==> config.mk <==
export PLATFORM = sky130hd
export DESIGN_NAME = clk_mon
export DESIGN_NICKNAME = d
export VERILOG_FILES = /design/src/rtl/clk_mon_pkg.sv /design/src/rtl/clk_mon_sync_edge.sv /design/src/rtl/clk_mon.sv
export SDC_FILE = /design/constraint.sdc
export NUM_CORES = 1
export LEC_CHECK = 0
export ABC_AREA = 1
export ABC_CLOCK_PERIOD_IN_PS = 4000
export BUFFER_PORTS_ARGS = -buffer_cell sky130_fd_sc_hd__buf_2
export CORE_ASPECT_RATIO = 2
export CORE_MARGIN = 2
export CORE_UTILIZATION = 50
export DETAILED_ROUTE_END_ITERATION = 8
export PLACE_DENSITY_LB_ADDON = 0.05
export SYNTH_ARGS = -nofsm -noshare
export SYNTH_HDL_FRONTEND = slang
export SYNTH_HIERARCHICAL = 1
export SYNTH_SLANG_ARGS = --single-unit
==> constraint.sdc <==
create_clock -name clk_i -period 4 [get_ports clk_i]
set_input_delay 0.6 -clock clk_i [delete_from_list [all_inputs] [get_ports clk_i]]
set_output_delay 0.6 -clock clk_i [all_outputs]
set_load 0.005 [all_outputs]
==> src/rtl/clk_mon_pkg.sv <==
// Shared types and helpers for the clock monitor and its synchroniser.
package clk_mon_pkg;

    // Default width of the period counter and period_o.
    localparam int unsigned PERIOD_W_DEF = 16;

    // Measurement FSM encoding.
    typedef logic [1:0] state_t;
    localparam state_t ST_IDLE    = 2'd0;
    localparam state_t ST_MEASURE = 2'd1;
    localparam state_t ST_TIMEOUT = 2'd2;

    // Unsigned window test: lo <= val <= hi, where lo = exp_v - tol clamped
    // at 0 and hi = exp_v + tol. Computed one bit wider so hi cannot overflow.
    function automatic logic in_tolerance(input logic [31:0] val,
                                          input logic [31:0] exp_v,
                                          input logic [31:0] tol);
        logic [32:0] lo;
        logic [32:0] hi;
        if (exp_v > tol) begin
            lo = {1'b0, exp_v - tol};
        end else begin
            lo = 33'd0;
        end
        hi = {1'b0, exp_v} + {1'b0, tol};
        in_tolerance = ({1'b0, val} >= lo) && ({1'b0, val} <= hi);
    endfunction

endpackage

==> src/rtl/clk_mon_sync_edge.sv <==
// Two-flop synchroniser plus history flop for an asynchronous input.
// rise_o is a one-cycle, clk_i-domain pulse on each synchronised rising edge.
module sync_edge (
    input  logic clk_i,
    input  logic rst_n_i,
    input  logic async_i,
    output logic rise_o
);

    logic s1_q;
    logic s2_q;
    logic s3_q;

    // Synchroniser chain; s3_q remembers the previous synchronised level.
    always_ff @(posedge clk_i or negedge rst_n_i) begin
        if (!rst_n_i) begin
            s1_q <= 1'b0;
            s2_q <= 1'b0;
            s3_q <= 1'b0;
        end else begin
            s1_q <= async_i;
            s2_q <= s1_q;
            s3_q <= s2_q;
        end
    end

    assign rise_o = s2_q & ~s3_q;

endmodule

==> src/rtl/clk_mon.sv <==
// Clock monitor: measures the period of an asynchronous clock in clk_i cycles,
// offers each measurement on a valid/ready port and reports lock / loss of clock.
module clk_mon
    import clk_mon_pkg::*;
#(
    parameter int unsigned PERIOD_W   = PERIOD_W_DEF,
    parameter int unsigned MAX_PERIOD = 65535,
    parameter int unsigned EXP_PERIOD = 16,
    parameter int unsigned TOL        = 0,
    parameter int unsigned LOCK_CNT   = 4
) (
    input  logic                clk_i,
    input  logic                rst_n_i,
    input  logic                mon_i,
    output logic [PERIOD_W-1:0] period_o,
    output logic                valid_o,
    input  logic                ready_i,
    output logic                overrun_o,
    output logic                edge_o,
    output logic                locked_o,
    output logic                timeout_o
);

    localparam int unsigned         MATCH_W  = $clog2(LOCK_CNT + 1);
    localparam logic [PERIOD_W-1:0] MAX_CNT  = PERIOD_W'(MAX_PERIOD);
    localparam logic [MATCH_W-1:0]  LOCK_VAL = MATCH_W'(LOCK_CNT);

    logic                rise_s;
    logic                capture_s;
    state_t              state_q,   state_d;
    logic [PERIOD_W-1:0] cnt_q,     cnt_d;
    logic [PERIOD_W-1:0] period_q,  period_d;
    logic                valid_q,   valid_d;
    logic                overrun_q, overrun_d;
    logic                edge_q;
    logic                locked_q,  locked_d;
    logic                timeout_q, timeout_d;
    logic [MATCH_W-1:0]  match_q,   match_d;

    sync_edge u_sync_edge (
        .clk_i   (clk_i),
        .rst_n_i (rst_n_i),
        .async_i (mon_i),
        .rise_o  (rise_s)
    );

    // Next-state logic: FSM, period counter, capture/handshake and lock tracking.
    always_comb begin
        state_d   = state_q;
        cnt_d     = cnt_q;
        period_d  = period_q;
        valid_d   = valid_q;
        overrun_d = 1'b0;
        locked_d  = locked_q;
        timeout_d = timeout_q;
        match_d   = match_q;
        capture_s = 1'b0;

        // A completed handshake empties the output register unless a capture
        // below overrides it in the same cycle.
        if (valid_q && ready_i) begin
            valid_d = 1'b0;
        end else begin
            valid_d = valid_q;
        end

        case (state_q)
            ST_IDLE: begin
                // The first edge only arms the counter; no period is known yet.
                if (rise_s) begin
                    state_d = ST_MEASURE;
                    cnt_d   = PERIOD_W'(1);
                end else begin
                    cnt_d   = {PERIOD_W{1'b0}};
                end
            end
            ST_MEASURE: begin
                if (rise_s) begin
                    capture_s = 1'b1;
                    cnt_d     = PERIOD_W'(1);
                end else if (cnt_q == MAX_CNT) begin
                    // Loss of clock: saturate, drop lock, restart matching later.
                    state_d   = ST_TIMEOUT;
                    timeout_d = 1'b1;
                    locked_d  = 1'b0;
                    match_d   = {MATCH_W{1'b0}};
                end else begin
                    cnt_d     = cnt_q + PERIOD_W'(1);
                end
            end
            ST_TIMEOUT: begin
                locked_d = 1'b0;
                match_d  = {MATCH_W{1'b0}};
                // Re-arm on the next edge; the gap is not a valid period.
                if (rise_s) begin
                    state_d   = ST_MEASURE;
                    cnt_d     = PERIOD_W'(1);
                    timeout_d = 1'b0;
                end else begin
                    cnt_d     = cnt_q;
                    timeout_d = 1'b1;
                end
            end
            default: begin
                state_d   = ST_IDLE;
                cnt_d     = {PERIOD_W{1'b0}};
                timeout_d = 1'b0;
                locked_d  = 1'b0;
                match_d   = {MATCH_W{1'b0}};
            end
        endcase

        // New measurement always wins over pending data; flag the loss only
        // if the old value was neither consumed now nor earlier.
        if (capture_s) begin
            period_d  = cnt_q;
            valid_d   = 1'b1;
            overrun_d = valid_q & ~ready_i;
            if (in_tolerance(32'(cnt_q), 32'(EXP_PERIOD), 32'(TOL))) begin
                if (match_q == LOCK_VAL) begin
                    match_d = match_q;
                end else begin
                    match_d = match_q + MATCH_W'(1);
                end
            end else begin
                match_d = {MATCH_W{1'b0}};
            end
            locked_d = (match_d == LOCK_VAL);
        end else begin
            period_d = period_q;
        end
    end

    // State and output registers; reset discards any partial or pending data.
    always_ff @(posedge clk_i or negedge rst_n_i) begin
        if (!rst_n_i) begin
            state_q   <= ST_IDLE;
            cnt_q     <= {PERIOD_W{1'b0}};
            period_q  <= {PERIOD_W{1'b0}};
            valid_q   <= 1'b0;
            overrun_q <= 1'b0;
            edge_q    <= 1'b0;
            locked_q  <= 1'b0;
            timeout_q <= 1'b0;
            match_q   <= {MATCH_W{1'b0}};
        end else begin
            state_q   <= state_d;
            cnt_q     <= cnt_d;
            period_q  <= period_d;
            valid_q   <= valid_d;
            overrun_q <= overrun_d;
            edge_q    <= rise_s;
            locked_q  <= locked_d;
            timeout_q <= timeout_d;
            match_q   <= match_d;
        end
    end

    assign period_o  = period_q;
    assign valid_o   = valid_q;
    assign overrun_o = overrun_q;
    assign edge_o    = edge_q;
    assign locked_o  = locked_q;
    assign timeout_o = timeout_q;

endmodule
# After elaboration in Yosys (flattened, before gate mapping)
# Index checks and enable logic that the tools add are counted.
dict set report totals {
  register_bits 45
  output_inout_bits 21
  elab_cells 73
}
dict set report classes {
  addsub 2
  order_cmp 2
  eq_ne 13
  n_mux 30
  bitwise 5
  reduce_logical 9
}
# cell count
set ops {}
lappend ops {{$mux W16} 3}
lappend ops {{$pmux W16 S3} 1}
lappend ops {{$ge A16 B33 Y1} 1}
lappend ops {{$mux W33} 1}
lappend ops {{$mux W3} 6}
lappend ops {{$add A16 B1 Y16 const B} 1}
lappend ops {{$eq A16 B16 Y1 const B} 1}
lappend ops {{$le A16 B5 Y1 const B} 1}
lappend ops {{$mux W1} 12}
lappend ops {{$ne A3 B3 Y1 const B} 3}
lappend ops {{$reduce_and A3 Y1} 3}
lappend ops {{$ne A2 B2 Y1 const B} 4}
lappend ops {{$eq A3 B3 Y1 const B} 2}
lappend ops {{$mux W2} 3}
lappend ops {{$pmux W3 S2} 1}
lappend ops {{$pmux W2 S2} 1}
lappend ops {{$add A3 B1 Y3 const B} 1}
lappend ops {{$not A1 Y1} 3}
lappend ops {{$pmux W1 S3} 1}
lappend ops {{$and A1 B1 Y1} 2}
lappend ops {{$eq A2 B1 Y1 const B} 1}
lappend ops {{$eq A2 B2 Y1 const B} 1}
lappend ops {{$logic_and A1 B1 Y1} 2}
lappend ops {{$logic_not A2 Y1} 1}
lappend ops {{5 further kinds} 5}

# Logic depth before layout (Yosys ltp)
dict set report depth {
  word_depth 11
  ltp_mapped 11
  ltp_nobuf 11
}

# Modules after synthesis
# The synthesis kept the hierarchy.
# module instances cells_each area_per_inst_um2
set modules_own_cells {}
lappend modules_own_cells {clk_mon 1 299 2341.0}
lappend modules_own_cells {sync_edge 1 5 85.1}

# Worst setup path before layout
# Ideal clock, no wire load.
dict set report synth_timing {
  path_kind {reg2reg}
  from {reg state_q[1]}
  to {reg cnt_q[7]}
  setup_ps 119
  t_arrival_ps 1581
  slack_ps 2300
  path_stages_with_launch 11
  path_cell_list {dfrtp_1 inv_1 ha_1 inv_2 nor2_1 nand3_4 nand2_4 inv_4 buf_6 nand3_1 o21ai_2}
}
dict set report synth_via {
  elab_chain_len 3
  word_cells_on_any_way 7
  classes_between {eq/ne: 4; mux: 1; reduce/logical: 2}
}
# item line_no
set synth_rtl {}
lappend synth_rtl {{start, declared} clk_mon.sv:30} ;# state_t state_q, state_d;
lappend synth_rtl {{start signal, assigned} clk_mon.sv:147} ;# state_q <= state_d;
lappend synth_rtl {{$eq A2 B1 Y1 or $eq A2 B2 Y1 (tied branches)} clk_mon.sv:67} ;# case (state_q)
lappend synth_rtl {{$ne A3 B3 Y1 (no source line) or $ne A2 B2 Y1 (tied branches)} -}
lappend synth_rtl {{$reduce_and A2 Y1 (no source line)} -}
lappend synth_rtl {{end signal, assigned} clk_mon.sv:138} ;# cnt_q <= {PERIOD_W{1'b0}};
lappend synth_rtl {{end signal, assigned} clk_mon.sv:148} ;# cnt_q <= cnt_d;
lappend synth_rtl {{end, declared} clk_mon.sv:31} ;# logic [PERIOD_W-1:0] cnt_q, cnt_d;
# Several ways; a longest one is shown, not always the timed one.
# A chain may end at the register's enable or synchronous reset.

# Worst setup path in the final report
dict set report layout_timing {
  from {reg state_q[1]}
  to {reg locked_q (netlist: locked_o)}
}
dict set report layout_via {
  elab_chain_len 4
  word_cells_on_any_way 9
  classes_between {eq/ne: 4; mux: 3; reduce/logical: 2}
}
# item line_no
set layout_rtl {}
lappend layout_rtl {{$eq A2 B1 Y1} clk_mon.sv:67}
lappend layout_rtl {{$mux W1} clk_mon.sv:67}
lappend layout_rtl {{$ne A3 B3 Y1 (no source line) or $ne A2 B2 Y1 (tied branches)} -}
lappend layout_rtl {{$reduce_and A3 Y1 (no source line)} -}
lappend layout_rtl {{end signal, assigned} clk_mon.sv:153} ;# locked_q <= locked_d;
lappend layout_rtl {{end, declared} clk_mon.sv:36} ;# logic locked_q, locked_d;
# Several ways; a longest one is shown, not always the timed one.

==> results.md <==
### Synth
• 7.98 µm² — mean cell area of the mapped netlist
• 0.00243 mm² — area of the mapped netlist
• 6 — count of yosys warnings during synthesis
• 304 — cell count after synthesis
• 25 — Distinct cells, synth
• 0.0516 — adder and majority gate portion of the synthesized area
• 0.317 — simple-gate portion of the synthesized area
• 0.0949 — area fraction in compound gates after synthesis
• 0 — multiplexer share of the synthesized area
• 0.464 — portion of the post-synthesis area used by sequential elements
• simple AND/OR/NAND/NOR gates — dominant combinational cell family by area after synthesis
• 45 — flops & latches, synth
• 0 — XOR/XNOR Fraction of Synth Area
• 318 — Net Count, Synth

### GRT
• 0 — initial antenna violation count
• met2 — grt peak-use layer
• 0.241 — total routing resource utilization after global routing
• 0 — global route overflow
• 9640 µm — global-route wire length before repair
• 0.408 — GRT met2 Usage
• 2,078 — vias in the first global route
• 0.295 — met1 usage
• 0.0348 — met3 Use GR
• 46 — maximum number of pins on one net before global-route repair

### Pwr
• 0.287 — power share of the combinational group
• 0.427 mW — switching component of the power
• 0.355 — share of total power consumed by net switching
• 1.34 nW — standby leakage power
• 0.436 — Reg power frac
• 447 mW/mm² — total power per unit cell area
• 0.278 — Clock Power Share
• 292 µV — Worst IR Drop VDD
• 1.20 mW — Tot Pwr
• 0.776 mW — internal power

### STA
• false — setup repair after global routing missed its margin
• 0.00611 ns — Final Skew
• 0 — final max-slew violation count
• 0.439 GHz — fmax
• 0 — Fin. Hold Viols
• 0.314 — Max-slew headroom
• 0.374 ns — hold slack final
• 2.28 ns — Period minus WS final
• 1.03 ns — Least-Margin Pin Slew
• 0.570 — Period Utilization, post-route
• 0 ns — Sum Neg Setup Slack
• 0 — final number of setup-violating endpoints

### Routing
• 5600 µm — final wirelength
• 4 — number of detailed-route iterations in the first pass
• 2,065 — overall via count from detail_route
• 46 — iteration-0 DRC count of the detailed router
• 5.36 — Vias per Instance
• 0 — number of remaining DRC errors
• 0 — residual antenna-violating net count after detailed routing
• 14.5 µm — wire length per cell after detailed routing

### Clocking
• 0 — CTS Hold Buffers Added
• 0.30 ns — Clock Latency Late Sink
• 5 — total CTS buffers
• built — CTS tree
• 0 — number of gates resized after CTS
• 45 — number of sinks on the clock net
• 2 — Clock Path Buffers
• 0 — setup bufs post-CTS
• 2 — count of H-tree levels built during CTS
• clkbuf_8 — root buffer cell
• 0.08 ns — clock slew at reported path FFs

### Critical path
• 4.24 ns — Critical Path RT
• 0.64 ns — maximum single-stage delay on the critical path
• 38 — critical path fanouts, max
• locked_o$_DFFE_PN0P_ — r2r endpoint
• 2.52 ns — data arrival time of the critical path
• locked_o$_DFFE_PN0P_ — Setup crit end
• register — CP Capture Type
• inv_1 > ha_1 > nand2_1 > inv_1 > o211ai_1 > nor2_1 > nand4_1 > nand2_1 — list of cells traversed by the critical path
• state_q[1]$_DFFE_PN0P_ — Crit. Startpoint
• 1.72 ns — reg-to-reg slack, setup
• register to register — crit path kind
• register — kind of launch point of the worst setup path
• 8 — length in cells of the worst reg-to-reg path
• state_q[1]$_DFFE_PN0P_ — source of the worst register-to-register timing path
• nand2_1 — Worst path slowest cell

### Min path
• register to register — class of the tightest hold or removal check
• 0 — Worst Hold Depth

### Place
• 0.838 — GPL Wtd Cong
• 4130 µm — sum of net half-perimeters after detailed placement
• 24 — IO Port Bufs

### Floorplanning
• 25 — IO Count
• 103 µm — DIE HEIGHT
• 0.00464 mm² — core area
• 53.3 µm — chip width
• 0.00546 mm² — die outline area
• 35 — Row Count
• 0.523 — effective utilization at floorplan

### Flow run
• 0 — number of violations of the max-capacitance limit

### Layout
• 0 — number of diodes added for antenna fixing
• 11.0% — area growth from synthesis to layout
• 344 — final-stage net count
• nand2_1 (74), dfrtp_1 (45), inv_1 (35) — commonest cells after routing, fill and taps aside
• nand2_1 — leading cell type in the layout, fill and taps excluded
• 0.155 — ratio of cells with drive above 1 in the final layout

### Status
• finished clean — status

per-stage QoR:
| step | util | cells | area (µm²) | setup WS [ns] |
|---|---|---|---|---|
| after floorplan | - | 304 | 2430 | 2.30 |
| after global placement | 0.558 | 378 | 2590 | 1.84 |
| after detailed placement | 0.558 | 378 | 2590 | 1.76 |
| after CTS | 0.580 | 385 | 2690 | 1.72 |
| after global routing | 0.580 | 385 | 2690 | 1.38 |
| final | 0.580 | 385 | 2690 | 1.72 |
routing by layer:
| layer | vias up | share of wire |
|---|---|---|
| li1 | 1047 | - |
| met1 | 966 | 0.41 |
| met2 | 39 | 0.53 |
| met3 | 13 | 0.027 |
| met4 | 0 | 0.031 |
| met5 | - | 0 |
kinds of logic after synthesis:
| group | count (synthesis) |
|---|---|
| adder cells (fa/ha/maj) | 10 |
| AND/OR/NAND/NOR | 165 |
| flip-flops | 45 |
| buffers and inverters | 44 |
| AO/OA/AOI/OAI | 40 |
critical path: cells and delay by family (launching register included):
family | cells | cell delay (ns)
and+or+nand+nor | 4 | 0.98
DFF | 1 | 0.44
adders and majority gates | 1 | 0.26
AOI/OAI and AO/OA | 1 | 0.12
buffers and inverters | 2 | 0.41
flip-flops by register name, indices dropped and copies added (netlist names), 2 cells and up:
register / flops
period_o: 16
cnt_q: 16
state_q: 2
match_q: 3
synthesized netlist by cell type:
library cell | count | share of area
nand3b_1 | 4 | 0.012
nand2_2 | 5 | 0.013
buf_6 | 1 | 0.0046
nor2_2 | 2 | 0.0052
o21ai_0 | 25 | 0.052
dfrtp_1 | 45 | 0.46
nor2_1 | 28 | 0.043
inv_2 | 3 | 0.0046
o21ai_2 | 5 | 0.018
nand3_4 | 1 | 0.0072
inv_4 | 1 | 0.0026
buf_1 | 1 | 0.0015
nand3_1 | 26 | 0.054
nor3_1 | 5 | 0.010
o211ai_1 | 3 | 0.0093
a21oi_1 | 6 | 0.012
inv_1 | 35 | 0.054
ha_1 | 10 | 0.052
nand4_1 | 15 | 0.039
nand2_4 | 1 | 0.0046
o2111ai_1 | 1 | 0.0036
clkbuf_1 | 3 | 0.0046
and2_1 | 2 | 0.0052
nor2_4 | 2 | 0.0093
nand2_1 | 74 | 0.11
power groups by stage:
stage,Combinational [mW],Sequential [mW],Clock [mW]
after floorplan,0.250,0.527,0
after global placement,0.348,0.530,0
after detailed placement,0.349,0.534,0
after CTS,0.351,0.525,0.342
after global routing,0.403,0.530,0.364
final,0.345,0.524,0.334
layout make-up:
| cell class | instances | area [µm²] |
|---|---|---|
| timing repair buffer | 24 | 120 |
| fill | 472 | 1950 |
| multi-input combinational | 215 | 1120 |
| clock buffer | 5 | 68.8 |
| tap | 55 | 68.8 |
| inverter | 39 | 149 |
| clock inverter | 2 | 35.0 |
| sequential | 45 | 1130 |
worst min-delay path by stage:
stage / start / to
3_3_place_gp: u_sync_edge/s1_q$_DFF_PN0_ / u_sync_edge/s2_q$_DFF_PN0_
3_5_place_dp: u_sync_edge/s1_q$_DFF_PN0_ / u_sync_edge/s2_q$_DFF_PN0_
4_1_cts: u_sync_edge/s1_q$_DFF_PN0_ / u_sync_edge/s2_q$_DFF_PN0_
2_1_floorplan: rst_n_i / cnt_q[0]$_DFFE_PN0P_
5_1_grt: u_sync_edge/s1_q$_DFF_PN0_ / u_sync_edge/s2_q$_DFF_PN0_
6_report: u_sync_edge/s1_q$_DFF_PN0_ / u_sync_edge/s2_q$_DFF_PN0_
(Power assumes the default switching activity.)
